File: src/rtl/axi_line_master.sv
// AXI4 burst master: turns one cache-line refill or writeback into a single INCR burst.
// Optional watchdog on stalled channels is compiled in with `define AXI_TIMEOUT_EN.
//
// state | meaning
// IDLE  | waiting for a request; completion pulse shown here
// AR    | read address presented, waiting for AR_READY
// R     | collecting read beats into the line buffer
// AW    | write address presented, waiting for AW_READY
// W     | streaming the latched line out one beat per handshake
// B     | waiting for the write response
module axi_line_master #(
   parameter int AXI_ADDR_WIDTH = 64,
   parameter int AXI_DATA_WIDTH = 32,
   parameter int LINE_WIDTH     = 512,
   parameter int TIMEOUT_CYCLES = 255
) (
   input  logic                        clk,
   input  logic                        arstn,
   input  logic                        i_start_read,
   input  logic                        i_start_write,
   input  logic [AXI_ADDR_WIDTH-1:0]   i_addr,
   input  logic [LINE_WIDTH-1:0]       i_line,
   output logic [LINE_WIDTH-1:0]       o_line,
   output logic                        o_done,
   output logic                        o_busy,
   output logic                        o_error,
   output logic                        AR_VALID,
   output logic [AXI_ADDR_WIDTH-1:0]   AR_ADDR,
   output logic [7:0]                  AR_LEN,
   output logic [2:0]                  AR_SIZE,
   output logic [1:0]                  AR_BURST,
   output logic [2:0]                  AR_PROT,
   input  logic                        AR_READY,
   input  logic [AXI_DATA_WIDTH-1:0]   R_DATA,
   input  logic [1:0]                  R_RESP,
   input  logic                        R_LAST,
   input  logic                        R_VALID,
   output logic                        R_READY,
   output logic                        AW_VALID,
   output logic [AXI_ADDR_WIDTH-1:0]   AW_ADDR,
   output logic [7:0]                  AW_LEN,
   output logic [2:0]                  AW_SIZE,
   output logic [1:0]                  AW_BURST,
   output logic [2:0]                  AW_PROT,
   input  logic                        AW_READY,
   output logic [AXI_DATA_WIDTH-1:0]   W_DATA,
   output logic [AXI_DATA_WIDTH/8-1:0] W_STRB,
   output logic                        W_LAST,
   output logic                        W_VALID,
   input  logic                        W_READY,
   input  logic [1:0]                  B_RESP,
   input  logic                        B_VALID,
   output logic                        B_READY
);

   localparam int BEATS = LINE_WIDTH / AXI_DATA_WIDTH;
   localparam int CW    = $clog2(BEATS);
   localparam int OFF   = $clog2(LINE_WIDTH / 8);
   localparam logic [CW-1:0]             LAST_BEAT = CW'(BEATS - 1);
   localparam logic [7:0]                BURST_LEN = 8'(BEATS - 1);
   localparam logic [2:0]                BEAT_SIZE = 3'($clog2(AXI_DATA_WIDTH / 8));
   localparam logic [AXI_ADDR_WIDTH-1:0] ADDR_MASK = {{(AXI_ADDR_WIDTH-OFF){1'b1}}, {OFF{1'b0}}};

   typedef enum logic [2:0] {S_IDLE, S_AR, S_R, S_AW, S_W, S_B} state_t;

   state_t                    state_q, state_d;
   logic [AXI_ADDR_WIDTH-1:0] addr_q, addr_d;
   logic [LINE_WIDTH-1:0]     wline_q, wline_d;
   logic [LINE_WIDTH-1:0]     rline_q, rline_d;
   logic [CW-1:0]             cnt_q, cnt_d;
   logic                      err_q, err_d;
   logic                      done_q, done_d;
   logic                      drain_q, drain_d;

`ifdef AXI_TIMEOUT_EN
   localparam int TW = $clog2(TIMEOUT_CYCLES + 1);
   localparam logic [TW-1:0] WDOG_LOAD = TW'(TIMEOUT_CYCLES);
   logic [TW-1:0] wdog_q, wdog_d;
   logic          chan_hs;

   assign chan_hs = (state_q == S_AR && AR_READY) || (state_q == S_R && R_VALID) ||
                    (state_q == S_AW && AW_READY) || (state_q == S_W && W_READY) ||
                    (state_q == S_B && B_VALID);
`endif

   always_comb begin
      state_d  = state_q;
      addr_d   = addr_q;
      wline_d  = wline_q;
      rline_d  = rline_q;
      cnt_d    = cnt_q;
      err_d    = err_q;
      done_d   = 1'b0;
      drain_d  = drain_q;
      AR_VALID = 1'b0;
      R_READY  = 1'b0;
      AW_VALID = 1'b0;
      W_VALID  = 1'b0;
      B_READY  = 1'b0;
      unique case (state_q)
         S_IDLE: begin
            // write has priority; a simultaneous read is dropped and must be re-issued
            if (i_start_write) begin
               addr_d  = i_addr;
               wline_d = i_line;
               err_d   = 1'b0;
               state_d = S_AW;
            end else if (i_start_read) begin
               addr_d  = i_addr;
               err_d   = 1'b0;
               state_d = S_AR;
            end
         end
         S_AR: begin
            AR_VALID = 1'b1;
            if (AR_READY) begin
               cnt_d   = '0;
               drain_d = 1'b0;
               state_d = S_R;
            end
         end
         S_R: begin
            R_READY = 1'b1;
            if (R_VALID) begin
               if (R_RESP != 2'b00) err_d = 1'b1;
               if (drain_q) begin
                  if (R_LAST) begin
                     state_d = S_IDLE;
                     done_d  = 1'b1;
                  end
               end else begin
                  rline_d[int'(cnt_q)*AXI_DATA_WIDTH +: AXI_DATA_WIDTH] = R_DATA;
                  if (cnt_q == LAST_BEAT) begin
                     // a missing R_LAST means the slave overruns; swallow beats until it ends
                     if (R_LAST) begin
                        state_d = S_IDLE;
                        done_d  = 1'b1;
                     end else begin
                        err_d   = 1'b1;
                        drain_d = 1'b1;
                     end
                  end else begin
                     cnt_d = cnt_q + 1'b1;
                     if (R_LAST) begin
                        err_d   = 1'b1;
                        state_d = S_IDLE;
                        done_d  = 1'b1;
                     end
                  end
               end
            end
         end
         S_AW: begin
            AW_VALID = 1'b1;
            if (AW_READY) begin
               cnt_d   = '0;
               state_d = S_W;
            end
         end
         S_W: begin
            W_VALID = 1'b1;
            if (W_READY) begin
               if (cnt_q == LAST_BEAT) state_d = S_B;
               else                    cnt_d   = cnt_q + 1'b1;
            end
         end
         S_B: begin
            B_READY = 1'b1;
            if (B_VALID) begin
               if (B_RESP != 2'b00) err_d = 1'b1;
               state_d = S_IDLE;
               done_d  = 1'b1;
            end
         end
         default: state_d = S_IDLE;
      endcase
`ifdef AXI_TIMEOUT_EN
      wdog_d = WDOG_LOAD;
      if (state_q != S_IDLE && !chan_hs) begin
         if (wdog_q == TW'(1)) begin
            state_d = S_IDLE;
            err_d   = 1'b1;
            done_d  = 1'b1;
            drain_d = 1'b0;
         end else begin
            wdog_d = wdog_q - 1'b1;
         end
      end
`endif
   end

   always_ff @(posedge clk or negedge arstn) begin
      if (!arstn) begin
         state_q <= S_IDLE;
         addr_q  <= '0;
         wline_q <= '0;
         rline_q <= '0;
         cnt_q   <= '0;
         err_q   <= 1'b0;
         done_q  <= 1'b0;
         drain_q <= 1'b0;
`ifdef AXI_TIMEOUT_EN
         wdog_q  <= WDOG_LOAD;
`endif
      end else begin
         state_q <= state_d;
         addr_q  <= addr_d;
         wline_q <= wline_d;
         rline_q <= rline_d;
         cnt_q   <= cnt_d;
         err_q   <= err_d;
         done_q  <= done_d;
         drain_q <= drain_d;
`ifdef AXI_TIMEOUT_EN
         wdog_q  <= wdog_d;
`endif
      end
   end

   assign o_line   = rline_q;
   assign o_done   = done_q;
   assign o_busy   = (state_q != S_IDLE);
   assign o_error  = err_q;

   assign AR_ADDR  = addr_q & ADDR_MASK;
   assign AR_LEN   = BURST_LEN;
   assign AR_SIZE  = BEAT_SIZE;
   assign AR_BURST = 2'b01;
   assign AR_PROT  = 3'b000;

   assign AW_ADDR  = addr_q & ADDR_MASK;
   assign AW_LEN   = BURST_LEN;
   assign AW_SIZE  = BEAT_SIZE;
   assign AW_BURST = 2'b01;
   assign AW_PROT  = 3'b000;

   assign W_DATA   = wline_q[int'(cnt_q)*AXI_DATA_WIDTH +: AXI_DATA_WIDTH];
   assign W_STRB   = '1;
   assign W_LAST   = (state_q == S_W) && (cnt_q == LAST_BEAT);

endmodule

File: config.mk
export PLATFORM = sky130hd
export DESIGN_NAME = axi_line_master
export DESIGN_NICKNAME = d
export VERILOG_FILES = /design/src/rtl/axi_line_master.sv
export SDC_FILE = /design/constraint.sdc
export NUM_CORES = 1
export LEC_CHECK = 0
export CAP_MARGIN = 10
export CORE_AREA = 2 2 517 519
export CTS_BUF_LIST = sky130_fd_sc_hd__clkbuf_8
export DETAILED_ROUTE_END_ITERATION = 10
export DIE_AREA = 0 0 519 521
export GPL_TIMING_DRIVEN = 1
export SLEW_MARGIN = 25
export SYNTH_ARGS = -nofsm -noshare
export SYNTH_HDL_FRONTEND = slang
export SYNTH_SLANG_ARGS = --single-unit
File: constraint.sdc
create_clock -name clk -period 3.9 [get_ports clk]
set_clock_uncertainty 0.05 [all_clocks]
set_input_delay 0.975 -clock clk [delete_from_list [all_inputs] [get_ports clk]]
set_output_delay 0.975 -clock clk [all_outputs]
set_load 0.02 [all_outputs]
After elaboration in Yosys (flattened, before gate mapping)

Index checks and enable logic that the tools add are counted.

Add/sub/neg operators: 2
Multiply operators: 0
Divide/modulo/power cells: 0
Order comparisons: 0
Equality and inequality tests: 16
Shift-type cells: 3
Muxes and demuxes: 46
Bitwise operators: 1
Reduce and logical (&&, ||, !) cells: 16

Operator list:

| kind                      | count |
|---|---|
| $bwmux 512                | 1 |
| $shift 32x33->512 const A | 1 |
| $shiftx 32x33->512        | 1 |
| $shiftx 512x10->32        | 1 |
| $mux 64                   | 2 |
| $neg 9->33                | 1 |
| $mux 3                    | 9 |
| $mux 4                    | 6 |
| $mux 1                    | 23 |
| $ne 2x2->1 const B        | 9 |
| $pmux 3 s6                | 1 |
| $pmux 4 s4                | 1 |
| $reduce_and 8->1          | 1 |
| $reduce_bool 2->1         | 4 |
| $eq 3x2->1 const B        | 2 |
| $eq 3x3->1 const B        | 2 |
| $reduce_and 3->1          | 2 |
| $reduce_and 6->1          | 1 |
| $reduce_bool 3->1         | 2 |
| $reduce_and 5->1          | 1 |
| $add 4x1->4 const B       | 1 |
| $eq 4x4->1 const B        | 1 |
| $pmux 1 s2                | 2 |
| $reduce_and 2->1          | 2 |
| 7 further kinds           | 7 |

Bits in registers: 1098
Latch bits: 0
Bits in writable memories: 0
Bits in read-only memories: 0
Bits of input ports: 622
Output and inout port bits: 717
Logic and storage cells: 92
Memories kept: 0

Longest topological paths before layout

Word-level depth: 7
Mapped depth: 12
Mapped depth without buffers: 6

Worst setup path before layout

No wires, ideal clock.

Path type: register to register
Start point: reg cnt_q[1]
End point: reg rline_q[408], in the netlist o_line[408]
Library setup time: 0.064 ns
Arrival: 3.185 ns
Data required time: 3.786 ns
Slack: 0.602 ns
Stages on the path, launching flop included: 13
Buffers on the path: 6
Cells stage by stage: dfrtp_1 -> clkbuf_1 -> clkbuf_1 -> clkbuf_1 -> inv_1 -> ha_1 -> or2_2 -> clkbuf_1 -> a2111oi_2 -> buf_2 -> buf_2 -> nand4_1 -> a21bo_2

Cells in the longest elaborated chain, start to end: 3
Elaborated cells between the ends (all ways): 4
Classes of those cells: add/sub (1); shift (2); mux (1)

RTL lines:

| what                                                    | line | source |
|---|---|---|
| from (decl)                                             | 70   | `logic [CW-1:0] cnt_q, cnt_d;` |
| from (signal assigned)                                  | 210  | `cnt_q <= cnt_d;` |
| $neg 9->33 *                                            | 132  | `rline_d[int'(cnt_q)*AXI_DATA_WIDTH +: AXI_DATA_WIDTH] = R_DATA;` |
| $shiftx 32x33->512 or $shift 32x33->512 (tied branches) | 132  |  |
| $bwmux 512 *                                            | 132  |  |
| to (signal assigned)                                    | 209  | `rline_q <= rline_d;` |
| to (decl)                                               | 69   | `logic [LINE_WIDTH-1:0] rline_q, rline_d;` |

Every way passes the cells marked *; elsewhere a longest branch is shown, timed or not.
A chain may end at the register's enable or synchronous reset.

Worst setup path after layout

Start point: reg cnt_q[0]
End point: out W_DATA[14]

Cells in the longest elaborated chain, start to end: 1

RTL lines:

| what               | line | source |
|---|---|---|
| $shiftx 512x10->32 | 237  | `assign W_DATA = wline_q[int'(cnt_q)*AXI_DATA_WIDTH +: AXI_DATA_WIDTH];` |
| to (decl)          | 46   | `output logic [AXI_DATA_WIDTH-1:0] W_DATA,` |

No other way between the ends.

==> impl_metrics.prom <==
# TYPE chip_impl_metric gauge
chip_impl_info{name="mostFrequentLayoutCells",value="sky130_fd_sc_hd__clkdlybuf4s50_1 (1237), sky130_fd_sc_hd__dfrtp_1 (1087), sky130_fd_sc_hd__mux2_2 (727)"} 1
chip_impl_metric{name="powerDensity",unit="mW/mm^2"} 765.2
chip_impl_metric{name="final_min_period_over_clock_period",unit="%"} 110.7
chip_impl_metric{name="tightestPinTransition",unit="ps"} 1074
chip_impl_metric{name="detail_route.first_pass.iterations",unit=""} 5
chip_impl_metric{name="buffer_ports.inserted",unit=""} 1284
chip_impl_metric{name="clkSinkCount",unit=""} 1092
chip_impl_metric{name="grt_first_pass_wirelength",unit="um"} 311300
chip_impl_metric{name="dp.cells",unit=""} 8134
chip_impl_metric{name="synth.yosys.warnings",unit=""} 0
chip_impl_metric{name="insertion_delay",unit="ps"} 900
chip_impl_metric{name="die_area",unit="sq mm"} 0.2704
chip_impl_metric{name="ir_worst_vdd",unit="uV"} 527.7
chip_impl_metric{name="share_comb_of_total_power",unit="%"} 45.8
chip_impl_metric{name="effective_utilization_at_floorplan",unit="%"} 18.22
chip_impl_metric{name="cts.reportedPaths.clkPinSlew",unit="ps"} 60
chip_impl_info{name="crit_family",value="multiplexers"} 1
chip_impl_metric{name="timing.max_cap.violations",unit=""} 0
chip_impl_metric{name="floorplan_core_area",unit="sq mm"} 0.2644
chip_impl_metric{name="required",unit="ps"} 2870
chip_impl_info{name="crit_path_cell_trace",value="buf_12 > buf_16 > buf_12 > buf_12 > mux4_2 > mux4_2 > buf_6"} 1
chip_impl_metric{name="via_count_of_the_first_global_routing_pass",unit=""} 36715
chip_impl_metric{name="finalCoreUtilization",unit="%"} 26.66
chip_impl_info{name="grt_setup_unrepaired",value="yes"} 1
chip_impl_metric{name="power.switching",unit="W"} 0.02100
chip_impl_info{name="synth_top_flop_cell",value="sky130_fd_sc_hd__dfrtp_1"} 1
chip_impl_metric{name="die_w",unit="um"} 519
chip_impl_info{name="critical_path.most_common_cell",value="sky130_fd_sc_hd__buf_12"} 1
chip_impl_metric{name="critical_path_buf_inv_count",unit=""} 5
chip_impl_metric{name="synth_edf_count",unit=""} 0
chip_impl_info{name="cts.root.buffer_cell",value="sky130_fd_sc_hd__clkbuf_8"} 1
chip_impl_metric{name="finalSetupViolations",unit=""} 32
chip_impl_metric{name="proportion_of_layout_cells_with_a_drive_suffix_above_1",unit="%"} 30.85
chip_impl_info{name="critical_path.endpoint_type",value="output port"} 1
chip_impl_metric{name="pin_count_of_the_biggest_net_entering_global_routing",unit=""} 108
chip_impl_metric{name="period_minus_slack",unit="ps"} 4319
chip_impl_metric{name="number_of_distinct_library_cell_variants_in_the_gate_level_netlist_after_synthesis",unit=""} 54
chip_impl_metric{name="p_sw_share",unit="%"} 38.94
chip_impl_metric{name="flow.area_growth_from_synthesis",unit="%"} 46.33
chip_impl_metric{name="data_arrival_time_of_the_worst_path",unit="ps"} 3290
chip_impl_metric{name="detailedPlace.worstSlack",unit="ps"} 2.363
chip_impl_metric{name="avgSynthCellArea",unit="sq um"} 13.88
chip_impl_metric{name="drt_drc_violations_left",unit=""} 0
chip_impl_metric{name="tritoncts.num_buffers",unit=""} 203
chip_impl_metric{name="num_vias",unit=""} 35384
chip_impl_metric{name="synth-seq-cells",unit=""} 1092
chip_impl_metric{name="worst_slew_margin_rel",unit="%"} 28.40
chip_impl_metric{name="seq_area_frac_synth",unit="%"} 56.73
chip_impl_metric{name="placedInstanceArea",unit="sq mm"} 0.06550
chip_impl_metric{name="fp.dieH",unit="um"} 521
chip_impl_metric{name="io_pins",unit=""} 1339
chip_impl_metric{name="syn_inst",unit=""} 3470
chip_impl_metric{name="gr_ovfl_total",unit=""} 0
chip_impl_metric{name="final_max_slew_viol_count",unit=""} 0
chip_impl_metric{name="max_clock_freq",unit="GHz"} 0.2315
chip_impl_metric{name="share_clk_of_total_power",unit="%"} 21.0
chip_impl_metric{name="route.antenna.remaining_nets",unit=""} 0
chip_impl_metric{name="final_hold_viol_count",unit=""} 0
chip_impl_info{name="synth_area_leader_cell",value="sky130_fd_sc_hd__dfrtp_1"} 1
chip_impl_metric{name="cts_max_path_buffers",unit=""} 4
chip_impl_info{name="outcome",value="finished with violations"} 1
chip_impl_metric{name="crit_path_max_fanout",unit=""} 5
chip_impl_metric{name="fin_tns_setup",unit="ps"} -10480
chip_impl_metric{name="post_dr_vias_cell",unit=""} 4.130
chip_impl_info{name="hold_path.class",value="flip-flop to flip-flop"} 1
chip_impl_info{name="timing.setup.critical_path_class",value="flip-flop to output port"} 1
chip_impl_info{name="launching_element_type_of_the_critical_path",value="flip-flop"} 1
chip_impl_metric{name="fin_area",unit="sq mm"} 0.07049
chip_impl_metric{name="final_worst_path_setup_slack",unit="ps"} -418.8
chip_impl_metric{name="wirelength",unit="um"} 229900
chip_impl_metric{name="synth_area",unit="sq mm"} 0.04817
chip_impl_metric{name="cpPeakStageDelay",unit="ps"} 580
chip_impl_metric{name="fp-row-count",unit=""} 189
chip_impl_metric{name="total_leakage_power",unit="nW"} 31.02
chip_impl_metric{name="final.fill_count",unit=""} 27395
chip_impl_metric{name="globalRouteTotalUtil",unit="%"} 16.42
chip_impl_metric{name="yosys.area.top_type_share",unit="%"} 56.73
chip_impl_info{name="failing_checks",value="setup timing"} 1
chip_impl_metric{name="dr.first_iter.drc_count",unit=""} 2093
chip_impl_metric{name="dpl.hpwl",unit="um"} 180500
chip_impl_metric{name="power.internal",unit="W"} 0.03293
chip_impl_info{name="cpMaxStageDelayCell",value="sky130_fd_sc_hd__mux4_2"} 1
chip_impl_metric{name="gp_congestion",unit=""} 0.8572
chip_impl_metric{name="post_layout_nonfiller_instances",unit=""} 8567
chip_impl_metric{name="wl_per_cell",unit="um"} 26.83
chip_impl_metric{name="number_of_nets_in_the_layout",unit=""} 5484
chip_impl_info{name="tritoncts",value="done"} 1
chip_impl_info{name="synth.area.top_cells",value="sky130_fd_sc_hd__dfrtp_1 (57%), sky130_fd_sc_hd__mux2_2 (17%), sky130_fd_sc_hd__mux4_2 (7.5%)"} 1
chip_impl_metric{name="power_frac_seq",unit="%"} 33.2
chip_impl_info{name="layout_commonest_cell",value="sky130_fd_sc_hd__clkdlybuf4s50_1"} 1
chip_impl_metric{name="antenna_found_initial",unit=""} 88
chip_impl_metric{name="ys_async_sr_fraction",unit="%"} 100.0
chip_impl_metric{name="cts_htree_levels",unit=""} 4
final cells by class:
type	instances	area, sq um	share of cell area [%]
clock buffer	260	3578	5.077
timing repair buffer	1494	15210	21.57
inverter	230	863.3	1.225
sequential	1092	27340	38.79
tap	3533	4420	6.271
antenna	39	97.59	0.1385
multi-input combinational	1835	18490	26.23
clock inverter	84	493.0	0.6994
cells by family after synthesis:
kind of cell,after synthesis,share of synthesized area [%]
muxes,1143,29.97
DFF,1092,56.73
buffers and inverters,589,5.673
and+or+nand+nor,499,5.073
AOI/OAI and AO/OA,136,2.333
adders and majority gates,6,0.1558
xor gates and xnor gates,3,0.05456
other,2,0.01559
state kept, by name, summed over array words and instances, names as in the netlist:
signal   count
state_q      3
o_line     512
drain_q      1
addr_q      58
cnt_q        4
o_done       1
wline_q    512
o_error      1
metal layers:
metal / global-route usage, % / up-vias / share of wire (%)
met5: 0 / - / 0.18
met1: 18.38 / 18406 / 37
li1: - / 14842 / -
met4: 7.160 / 62 / 4.5
met2: 28.44 / 1592 / 50
met3: 5.318 / 482 / 8.1
cells in the mapped netlist (all sizes together) (2+ instances only):
| cell type | instances |
|---|---|
| a32o | 2 |
| or4 | 2 |
| and3 | 26 |
| inv | 229 |
| nand3 | 8 |
| mux2i | 191 |
| nand3b | 3 |
| mux4 | 160 |
| nand2b | 3 |
| nor2 | 84 |
| or3b | 2 |
| a31oi | 5 |
| a21bo | 72 |
| nand4 | 106 |
| clkbuf | 136 |
| a2111oi | 3 |
| nor3 | 9 |
| a21oi | 6 |
| conb | 2 |
| ha | 6 |
| nor4 | 4 |
| and2 | 34 |
| mux2 | 792 |
| dfrtp | 1092 |
| buf | 223 |
| xnor2 | 2 |
| nor3b | 3 |
| nand2 | 204 |
| o21ai | 40 |
| nor2b | 5 |
final timing paths:
| check | cells past startpoint | startpoint | end | slack (ps) |
|---|---|---|---|---|
| max | 7 | cnt_q[0] | W_DATA[14] | -420 |
| min | 1 | o_line[230] | o_line[230] | 430 |
| max reg2reg | 12 | cnt_q[0] | o_line[128] | 270 |
| min reg2reg | 1 | o_line[230] | o_line[230] | 430 |
| max in group asynchronous | 3 | arstn | wline_q[491] | 1730 |
| min in group asynchronous | 2 | arstn | o_line[485] | 620 |
power groups by stage:
stage	combinational [W]	sequential, W	clock [W]
2_1_floorplan	0.0116	0.0183	0
3_3_place_gp	0.0240	0.0179	0
3_5_place_dp	0.0242	0.0181	0
4_1_cts	0.0252	0.0179	0.0116
5_1_grt	0.0260	0.0183	0.0121
6_report	0.0247	0.0179	0.0113
per-stage QoR:
| stage | hold slack [ps] | total power (W) |
|---|---|---|
| floorplan | 425.2 | 0.02997 |
| global placement | 410.9 | 0.04188 |
| detailed placement | 419.4 | 0.04228 |
| CTS | 390.0 | 0.05471 |
| global route | 443.3 | 0.05644 |
| finish | 427.4 | 0.05394 |
timing repair:
| action | 4_1_cts | 5_1_grt |
|---|---|---|
| gates cloned | 4 | 0 |
| buffers inserted | 38 | 9 |
| pin swaps | 0 | 0 |
| endpoints found under the setup margin | 61 | 58 |
| hold buffers | 1 | 0 |
| resized for setup | 165 | 14 |
| hold endpoints to repair | 4 | 0 |
Note: power is estimated with default switching activity, not from simulation.
